`src/rtl/cpu_ctrl_pkg.sv`:
```
// cpu_ctrl_pkg: shared state, opcode and funct7 definitions for the RV32I control path
package cpu_ctrl_pkg;
  typedef enum logic [2:0] {
    S_IDLE      = 3'd0,
    S_FETCH     = 3'd1,
    S_DECODE    = 3'd2,
    S_EXECUTE   = 3'd3,
    S_WRITEBACK = 3'd4,
    S_HALT      = 3'd5
  } state_t;
  typedef enum logic [6:0] {
    OP_REG = 7'b0110011,
    OP_IMM = 7'b0010011
  } opcode_t;
  localparam logic [6:0] FUNCT7_BASE = 7'b0000000;
  localparam logic [6:0] FUNCT7_ALT  = 7'b0100000;
endpackage

```
`src/rtl/insn_legality_check.sv`:
```
// insn_legality_check: flags instruction words outside the supported OP/OP-IMM subset
module insn_legality_check
  import cpu_ctrl_pkg::*;
(
  input  logic [31:0] ir,
  output logic        legal
);
  logic [6:0] f7;
  logic [2:0] f3;
  assign f7 = ir[31:25];
  assign f3 = ir[14:12];
  // the alternate funct7 is only accepted for SUB; shift-immediates need a zero upper field
  always_comb
    legal = (ir[6:0] == OP_REG) ? (f7 == FUNCT7_BASE || (f7 == FUNCT7_ALT && f3 == 3'b000)) :
            (ir[6:0] == OP_IMM) ? ((f3 != 3'b001 && f3 != 3'b101) || f7 == FUNCT7_BASE) :
            1'b0;
endmodule

```
`src/rtl/multicycle_sequencer.sv`:
```
// multicycle_sequencer: fetch/decode/execute/writeback control FSM with IR,
// illegal-instruction detection and cycle/instret counters
module multicycle_sequencer
  import cpu_ctrl_pkg::*;
#(
  parameter logic HALT_ON_ILLEGAL = 1'b1,
  parameter int   CNT_WIDTH       = 32
) (
  input  logic                 clk,
  input  logic                 reset_n,
  input  logic                 run,
  output logic                 imem_req,
  input  logic                 imem_ack,
  input  logic [31:0]          imem_rdata,
  output logic [31:0]          ir,
  output logic                 ir_write,
  output logic                 operand_latch,
  output logic                 alu_latch,
  output logic                 rf_write,
  output logic                 pc_write,
  output logic [2:0]           state,
  output logic                 illegal,
  output logic                 halted,
  output logic [CNT_WIDTH-1:0] cycle_count,
  output logic [CNT_WIDTH-1:0] instret_count
);
  localparam logic [CNT_WIDTH-1:0] ONE = {{(CNT_WIDTH-1){1'b0}}, 1'b1};
  state_t                 state_q, state_d;
  logic   [31:0]          ir_q;
  logic                   illegal_q;
  logic   [CNT_WIDTH-1:0] cycle_q, instret_q;
  logic                   legal;
  insn_legality_check u_legal (
    .ir   (ir_q),
    .legal(legal)
  );
  always_ff @(posedge clk or negedge reset_n)
    if (!reset_n) state_q <= S_IDLE;
    else state_q <= state_d;
  always_comb begin
    state_d = state_q;
    case (state_q)
      S_IDLE:      state_d = run ? S_FETCH : S_IDLE;
      S_FETCH:     state_d = imem_ack ? S_DECODE : S_FETCH;
      S_DECODE:    state_d = legal ? S_EXECUTE : HALT_ON_ILLEGAL ? S_HALT : run ? S_FETCH : S_IDLE;
      S_EXECUTE:   state_d = S_WRITEBACK;
      S_WRITEBACK: state_d = run ? S_FETCH : S_IDLE;
      default:     state_d = S_HALT;
    endcase
  end
  always_comb begin
    imem_req      = state_q == S_FETCH;
    ir_write      = imem_req && imem_ack;
    operand_latch = state_q == S_DECODE;
    alu_latch     = state_q == S_EXECUTE;
    rf_write      = state_q == S_WRITEBACK && ir_q[11:7] != 5'd0;
    pc_write      = state_q == S_WRITEBACK || (operand_latch && !legal && !HALT_ON_ILLEGAL);
    halted        = state_q == S_HALT;
  end
  always_ff @(posedge clk or negedge reset_n)
    if (!reset_n) begin
      ir_q      <= '0;
      illegal_q <= 1'b0;
      cycle_q   <= '0;
      instret_q <= '0;
    end else begin
      if (ir_write) ir_q <= imem_rdata;
      if (operand_latch && !legal) illegal_q <= 1'b1;
      if (state_q != S_IDLE && state_q != S_HALT) cycle_q <= cycle_q + ONE;
      if (state_q == S_WRITEBACK) instret_q <= instret_q + ONE;
    end
  assign ir            = ir_q;
  assign state         = state_q;
  assign illegal       = illegal_q;
  assign cycle_count   = cycle_q;
  assign instret_count = instret_q;
endmodule

```
`config.mk`:
```
export PLATFORM = sky130hd
export DESIGN_NAME = multicycle_sequencer
export DESIGN_NICKNAME = d
export VERILOG_FILES = /design/src/rtl/cpu_ctrl_pkg.sv /design/src/rtl/insn_legality_check.sv /design/src/rtl/multicycle_sequencer.sv
export SDC_FILE = /design/constraint.sdc
export NUM_CORES = 1
export LEC_CHECK = 0
export ABC_CLOCK_PERIOD_IN_PS = 4000
export CORE_UTILIZATION = 50
export DETAILED_ROUTE_END_ITERATION = 8
export PLACE_DENSITY_LB_ADDON = 0.3
export SYNTH_ARGS = -nofsm -noshare
export SYNTH_HDL_FRONTEND = slang
export SYNTH_HIERARCHICAL = 1
export SYNTH_SLANG_ARGS = --single-unit
```
`constraint.sdc`:
```
create_clock -name clk -period 4 [get_ports clk]
set_input_delay 0.8 -clock clk [delete_from_list [all_inputs] [get_ports clk]]
set_output_delay 0.8 -clock clk [all_outputs]
set_load 0.05 [all_outputs]
```
==> key figures, run 1 <==
Synth
  – Mapped Cells: about 360
  – Synth Net Count: around 400
  – Synthesized area per cell: around 12 um2
  – Most used flip-flop cell after synthesis: sky130_fd_sc_hd__dfrtp_1
  – Netlist cell types: 40
  – Synthesis Warnings: 6
  – Seq/Total Area, Yosys: 0.566
  – EDFF count, synth: 0
  – Area of the mapped netlist: roughly 4400 um2
  – Flip-flop and latch count after synthesis: 100
  – Proportion of synthesized flip-flops having asynchronous set or reset: 1.00

STA
  – Post-Route Setup TNS: 0 ns
  – Measured slew at the worst slew-check pin: 0.833 ns
  – Tightest slew margin relative to the limit: 0.445
  – Setup repair after global routing missed its margin: no
  – Worst hold-check slack: roughly 0.47 ns
  – Final period util: 0.855
  – Number of pins with negative max-slew slack in the final report: 0
  – Final setup violation count: 0
  – Skew final: ~0.014 ns
  – Final Hold Vio Count: 0
  – Final critical delay including setup and external delays: around 3.4 ns
  – Peak Freq: just under 0.3 GHz

Worst setup path
  – Largest stage delay on the critical path: 0.81 ns
  – Capture instance of the worst register-to-register path: cycle_count[31]$_DFFE_PN0P_
  – Family of cells with the greatest summed delay on the critical path: buffers and inverters
  – Crit Path Category: register to primary output
  – Total buffers and inverters traversed by the critical path: 2
  – Crit Reg-Reg Startpoint: state[0]$_DFF_PN0_
  – Data required time at the worst endpoint: around 3.2 ns
  – Depth of the critical timing path with buffers and inverters included: 4
  – Setup crit start kind: register
  – Kind of end point of the critical path: primary output
  – Cell at the slowest stage of the critical path: sky130_fd_sc_hd__clkdlybuf4s50_1
  – Cells along the critical path: inv_1 > nor3_1 > o21a_1 > clkdlybuf4s50_1
  – Count of cells along the worst register-to-register path: 4
  – Arrival time at the worst endpoint: about 2.6 ns
  – Worst reg2reg setup slack: about 1.9 ns
  – Maximum fanout encountered on the critical timing path: 9

CTS
  – Clock Tree Root: sky130_fd_sc_hd__clkbuf_8
  – Clock tree from TritonCTS: done
  – Post-CTS setup-driven buffer insertion count: 0
  – Number of clock sinks: 100
  – Worst-Skew Late Latency: roughly 0.35 ns
  – Count of instances resized after the clock tree is built: 0
  – Maximum root-to-sink buffer count: 2
  – Total clock buffers created by CTS: 9
  – Number of hold buffers added after cts: 0
  – H-tree level count: 3
  – Clock transition at path regs: approximately 0.09 ns

Worst hold path
  – Type of the worst min-delay path: register to register
  – HP Start: cycle_count[31]$_DFFE_PN0P_
  – Worst hold path endpoint: cycle_count[31]$_DFFE_PN0P_
  – Number of cells traversed by the worst hold path: 1

Floorplanning
  – Core area: roughly 8400 um2
  – Floorplan die height: about 96 um
  – Die ar.: roughly 9200 um2
  – Die width: around 96 um
  – Starting Density: 0.528
  – Number of rows created at floorplan: 33
  – Number of ports placed on the die boundary: between 100 and 150

Finish
  – Most common cell after layout, fill and taps aside: sky130_fd_sc_hd__clkdlybuf4s50_1
  – Count of nets after finishing: about 540
  – Synthesis-to-finish area growth: 40.0%
  – Number of non-filler instances in the completed layout: 612
  – Proportion of layout cells with a drive suffix above 1: 0.120
  – Most used cells in the layout excluding fill and tap cells: sky130_fd_sc_hd__clkdlybuf4s50_1, sky130_fd_sc_hd__dfrtp_1, sky130_fd_sc_hd__xnor2_1, sky130_fd_sc_hd__mux2_2, sky130_fd_sc_hd__nand4_1
  – Antenna cells: 0
  – Final design instance area without fill: between 6000 and 7000 um2

Route
  – Detail-routed net length per standard cell: approximately 16 um
  – Initial detailed-routing violation count: 83
  – Via density: ~5.4
  – DRC errors left: 0
  – Detailed-router iteration count before antenna repair: 4
  – Detailed Route WL: ~10000 um
  – Count of antenna-violating nets left after detailed routing: 0
  – Number of vias in the routed layout: approximately 3300

Power
  – Worst VDD drop: about 0.64 mV
  – Post-layout power: ~4.4 mW
  – Leakage power figure: 2.57 nW
  – Pwr/cell area: approximately 700 nW/um2

Global routing
  – Grt ovf: 0
  – Pin count of the biggest net entering global routing: between 60 and 70
  – Total routing resource utilization after global routing: 0.233
  – Wire length of the first global-routing pass: roughly 16000 um
  – Antenna violations before repair: 0
  – Via count of the first global-routing pass: 3277

Place
  – Standard cell area after detailed placement: about 6000 um2
  – DP Wirelength: ~7400 um
  – Number of placed instances with taps included: between 500 and 600
  – Buffers added on ports: approximately 140
  – Final weighted congestion in routability-driven placement: slightly below 0.8

Run
  – Total of max-cap violations: 0

Run status
  – Result of the run: completed
[cell usage after synthesis (2+ instances only)]
library cell	instances	area, um2
sky130_fd_sc_hd__nor2_1	11	41.3
sky130_fd_sc_hd__or4_1	2	15.0
sky130_fd_sc_hd__nand4b_1	3	26.3
sky130_fd_sc_hd__xor2_1	17	149
sky130_fd_sc_hd__nor2b_1	2	12.5
sky130_fd_sc_hd__and2_1	3	18.8
sky130_fd_sc_hd__a21o_1	2	15.0
sky130_fd_sc_hd__a21oi_1	4	20.0
sky130_fd_sc_hd__nor3_1	8	40.0
sky130_fd_sc_hd__and4_1	5	43.8
sky130_fd_sc_hd__buf_2	4	20.0
sky130_fd_sc_hd__nand4_1	26	163
sky130_fd_sc_hd__xnor2_1	46	403
sky130_fd_sc_hd__a2111oi_4	2	55.1
sky130_fd_sc_hd__buf_4	5	37.5
sky130_fd_sc_hd__mux2_2	34	383
sky130_fd_sc_hd__and3_1	10	62.6
sky130_fd_sc_hd__nor4_1	3	18.8
sky130_fd_sc_hd__nand2_1	21	78.8
sky130_fd_sc_hd__ha_1	2	25.0
sky130_fd_sc_hd__dfrtp_1	100	2500
sky130_fd_sc_hd__nand3_1	21	105
sky130_fd_sc_hd__o21ai_0	2	10.0
sky130_fd_sc_hd__nand2b_1	2	12.5
sky130_fd_sc_hd__inv_1	6	22.5
[per-layer routing]
| layer | wire length [um] | up-vias | track usage | share of wire |
|---|---|---|---|---|
| met3 | 815 | 12 | 0.0932 | 0.081 |
| li1 | - | 1549 | - | - |
| met5 | 0 | - | 0 | 0 |
| met4 | 143 | 0 | 0.0659 | 0.014 |
| met2 | 4980 | 103 | 0.381 | 0.50 |
| met1 | 4080 | 1655 | 0.285 | 0.41 |
[worst max path at each step]
stage	start	endpoint	slack, ns
floorplan	state[2]$_DFF_PN0_	rf_write	0.36
global placement	state[2]$_DFF_PN0_	rf_write	1.03
detailed placement	state[2]$_DFF_PN0_	rf_write	0.98
CTS	state[2]$_DFF_PN0_	rf_write	0.55
global route	state[2]$_DFF_PN0_	rf_write	0.35
finish	state[2]$_DFF_PN0_	rf_write	0.58
[flip-flops by register name (all words and copies together), names as in the netlist]
name,cells
cycle_count,32
illegal,1
instret_count,32
ir,32
state,3
[logic make-up (layout without fill, tap and decap cells)]
group | after synthesis | after routing | synth area share
muxes | 34 | 34 | 0.0866
adders and majority gates | 2 | 2 | 0.00566
xor gates and xnor gates | 64 | 64 | 0.128
DFF | 100 | 100 | 0.566
AOI/OAI and AO/OA | 15 | 15 | 0.0328
buffers and inverters | 16 | 167 | 0.0190
and+or+nand+nor | 125 | 125 | 0.162
[stage by stage]
stage	util	worst slack, ns
finish	0.738	0.582
global route	0.738	0.349
CTS	0.738	0.554
detailed placement	0.710	0.984
global placement	0.710	1.03
floorplan	-	0.356
[cell type report]
| class | count | area (um2) |
|---|---|---|
| clock inverter | 4 | 97.6 |
| fill | 584 | 2190 |
| inverter | 6 | 22.5 |
| multi-input combinational | 240 | 1840 |
| sequential | 100 | 2500 |
| timing repair buffer | 146 | 1460 |
| tap | 105 | 131 |
| clock buffer | 11 | 141 |
[report_power, final]
group          switching (mW)  leakage (nW)  internal (mW)
sequential              0.240          1.30           1.25
combinational            1.34          1.15          0.769
clock                   0.331         0.116          0.430
[worst register-to-register path, cell delays in order (launching register included)]
cell                        delay, ns
sky130_fd_sc_hd__dfrtp_1         0.52
sky130_fd_sc_hd__xnor2_2         0.27
sky130_fd_sc_hd__a2111oi_4       0.76
sky130_fd_sc_hd__and4_1          0.30
sky130_fd_sc_hd__xor2_1          0.15
Note: power is estimated with default switching activity, not from simulation.
==> run 2, diff against run 1 <==
--- a/config.mk
+++ b/config.mk
@@ -13,3 +13,4 @@
 export SYNTH_HDL_FRONTEND = slang
 export SYNTH_HIERARCHICAL = 1
 export SYNTH_SLANG_ARGS = --single-unit
+export TNS_END_PERCENT = 50
==> results of run 2 <==
Same layout as run 1: the final DEF is identical, and so are final timing and power.
==> run 3, diff against run 2 <==
--- a/config.mk
+++ b/config.mk
@@ -8,7 +8,8 @@
 export ABC_CLOCK_PERIOD_IN_PS = 4000
 export CORE_UTILIZATION = 50
 export DETAILED_ROUTE_END_ITERATION = 8
-export PLACE_DENSITY_LB_ADDON = 0.3
+export PLACE_DENSITY = 0.86
+export RECOVER_POWER = 50
 export SYNTH_ARGS = -nofsm -noshare
 export SYNTH_HDL_FRONTEND = slang
 export SYNTH_HIERARCHICAL = 1
==> key figures, run 3 (synthesis results as in run 1) <==
Run
  – Total of max-cap violations: 3 (+3)

Global routing
  – Via count of the first global-routing pass: 3364 (+2.7%)
  – Pin count of the biggest net entering global routing: 42 (-39%)
  – Total routing resource utilization after global routing: 0.232 (-0.00112)
  – Grt ovf: 0 (unchanged)
  – Antenna violations before repair: 0 (unchanged)
  – Wire length of the first global-routing pass: 16300 um (+0.43%)

Floorplanning
  – Starting Density: 0.528 (unchanged)
  – Floorplan die height: 96.0 um (unchanged)
  – Number of rows created at floorplan: 33 (unchanged)
  – Core area: 8380 um2 (unchanged)
  – Number of ports placed on the die boundary: 143 (unchanged)
  – Die width: 96.0 um (unchanged)
  – Die ar.: 9220 um2 (unchanged)

Finish
  – Synthesis-to-finish area growth: 37.8%
  – Antenna cells: 0 (unchanged)
  – Number of fill cells in the layout: 617 (+5.7%)
  – Final design instance area without fill: 6090 um2 (-1.6%)
  – Count of nets after finishing: 540 (-0.18%)
  – Proportion of layout cells with a drive suffix above 1: 0.105 (-0.0156)
  – Most common cell after layout, fill and taps aside: sky130_fd_sc_hd__clkdlybuf4s50_1
  – Most used cells in the layout excluding fill and tap cells: sky130_fd_sc_hd__clkdlybuf4s50_1, sky130_fd_sc_hd__dfrtp_1, sky130_fd_sc_hd__xnor2_1, sky130_fd_sc_hd__mux2_2, sky130_fd_sc_hd__nand4_1

Route
  – Count of antenna-violating nets left after detailed routing: 0 (unchanged)
  – Detailed Route WL: 10100 um (+0.92%)
  – Detailed-router iteration count before antenna repair: 4 (unchanged)
  – Number of vias in the routed layout: 3274 (-1.4%)
  – Via density: 5.36 (-1.2%)
  – Initial detailed-routing violation count: 106 (+28%)
  – Detail-routed net length per standard cell: 16.5 um (+1.1%)
  – DRC errors left: 0 (unchanged)

Worst setup path
  – Largest stage delay on the critical path: 0.79 ns (-0.02 ns)
  – Kind of end point of the critical path: primary output
  – Count of cells along the worst register-to-register path: 4 (unchanged)
  – Maximum fanout encountered on the critical timing path: 9 (unchanged)
  – Cells along the critical path: inv_1 > nor3_1 > o21a_1 > clkdlybuf4s50_1
  – Data required time at the worst endpoint: 3.20 ns (about the same)
  – Crit Path Category: register to primary output
  – Cell at the slowest stage of the critical path: sky130_fd_sc_hd__clkdlybuf4s50_1
  – Arrival time at the worst endpoint: 2.52 ns (-0.10 ns)
  – Family of cells with the greatest summed delay on the critical path: buffers and inverters
  – Depth of the critical timing path with buffers and inverters included: 4 (unchanged)
  – Setup crit start kind: register
  – Total buffers and inverters traversed by the critical path: 2 (unchanged)

CTS
  – H-tree level count: 3 (unchanged)
  – Worst-Skew Late Latency: 0.36 ns (about the same)
  – Count of instances resized after the clock tree is built: 0 (unchanged)
  – Clock transition at path regs: 0.09 ns (about the same)
  – Post-CTS setup-driven buffer insertion count: 0 (unchanged)
  – Clock tree from TritonCTS: done
  – Number of hold buffers added after cts: 0 (unchanged)
  – Total clock buffers created by CTS: 9 (unchanged)
  – Number of clock sinks: 100 (unchanged)
  – Clock Tree Root: sky130_fd_sc_hd__clkbuf_8
  – Maximum root-to-sink buffer count: 2 (unchanged)

Place
  – Final weighted congestion in routability-driven placement: 0.812 (+4.9%)
  – Buffers added on ports: 142 (unchanged)
  – DP Wirelength: 7570 um (+2.9%)
  – Standard cell area after detailed placement: 5940 um2 (-0.13%)

Power
  – Worst VDD drop: 0.553 mV (-13%)
  – Part of the power in registers: 0.349 (+0.007)
  – Fraction of power spent switching nets: 0.445 (+0.00694)
  – Internal power contribution: 2.36 mW (-3.5%)
  – Clock network fraction of total power: 0.163 (-0.012)
  – Pwr/cell area: 699 nW/um2 (-0.78%)
  – Combinational cell fraction of total power: 0.489 (+0.006)
  – Leakage power figure: 2.54 nW (-1.1%)
  – Power spent charging and discharging nets: 1.89 mW (-0.77%)
  – Post-layout power: 4.26 mW (-2.3%)

STA
  – Peak Freq: 0.301 GHz (+2.8%)
  – Number of pins with negative max-slew slack in the final report: 88 (+88)
  – Measured slew at the worst slew-check pin: 2.11 ns (+1.28 ns)
  – Final setup violation count: 0 (unchanged)
  – Final period util: 0.831 (-0.0235)
  – Tightest slew margin relative to the limit: -0.412 (-0.857)
  – Final critical delay including setup and external delays: 3.32 ns (-0.0940 ns)
  – Post-Route Setup TNS: 0 ns (unchanged)
  – Setup repair after global routing missed its margin: no
  – Skew final: 0.00803 ns (-0.00612 ns)
  – Final Hold Vio Count: 0 (unchanged)

Run status
  – Result of the run: finished with violations
  – Failing checks: capacitance limit, slew limit

Worst hold path
  – Type of the worst min-delay path: register to register
  – Number of cells traversed by the worst hold path: 1 (unchanged)
==> run 3: worst paths after layout <==
kind	from	endpoint	slack [ns]
max	state[2]$_DFF_PN0_	rf_write	0.68
min	cycle_count[31]$_DFFE_PN0P_	cycle_count[31]$_DFFE_PN0P_	0.47
max reg2reg	state[0]$_DFF_PN0_	cycle_count[13]$_DFFE_PN0P_	0.82
min reg2reg	cycle_count[31]$_DFFE_PN0P_	cycle_count[31]$_DFFE_PN0P_	0.47
max in group asynchronous	reset_n	cycle_count[1]$_DFFE_PN0P_	1.22
min in group asynchronous	reset_n	ir[22]$_DFFE_PN0P_	1.04
==> run 3: area by class of cell <==
class,count,area [um2],share of cell area
Clock buffer,9,124,0.0203
Clock inverter,6,90.1,0.0148
Inverter,6,22.5,0.00370
Multi-Input combinational cell,240,1780,0.293
Sequential cell,100,2500,0.411
Tap cell,105,131,0.0216
Timing Repair Buffer,145,1440,0.236
==> run 3: stage by stage <==
stage | hold WS, ns | worst slack, ns | util | instances
6_report | 0.467 | 0.676 | 0.727 | 611
3_5_place_dp | 0.460 | 1.03 | 0.709 | 596
4_1_cts | 0.402 | 0.621 | 0.735 | 611
3_3_place_gp | 0.448 | 1.06 | 0.709 | 596
5_1_grt | 0.483 | 0.504 | 0.727 | 611
2_1_floorplan | 0.504 | 0.356 | - | 356
==> run 3: power groups by stage <==
stage          combinational [mW]  clock (mW)  sequential, mW
3_3_place_gp                 2.08           0            1.49
4_1_cts                      2.12       0.710            1.49
6_report                     2.08       0.692            1.48
3_5_place_dp                 2.12           0            1.51
2_1_floorplan               0.612           0            2.28
5_1_grt                      2.17       0.747            1.53
==> run 3: worst reg2reg max path, cell delays in order (launching register included) <==
cell                        delay (ns)
sky130_fd_sc_hd__dfrtp_1          0.56
sky130_fd_sc_hd__xnor2_1          0.21
sky130_fd_sc_hd__a2111oi_1        1.78
sky130_fd_sc_hd__nand3_1          0.29
sky130_fd_sc_hd__xnor2_1          0.26
==> run 3: per-layer routing <==
layer  part of all wire  global-route usage  routed length, um
met3              0.073              0.0893                733
met2               0.50               0.386               5080
met5                  0                   0                  0
met1               0.41               0.283               4150
met4              0.014              0.0597                140
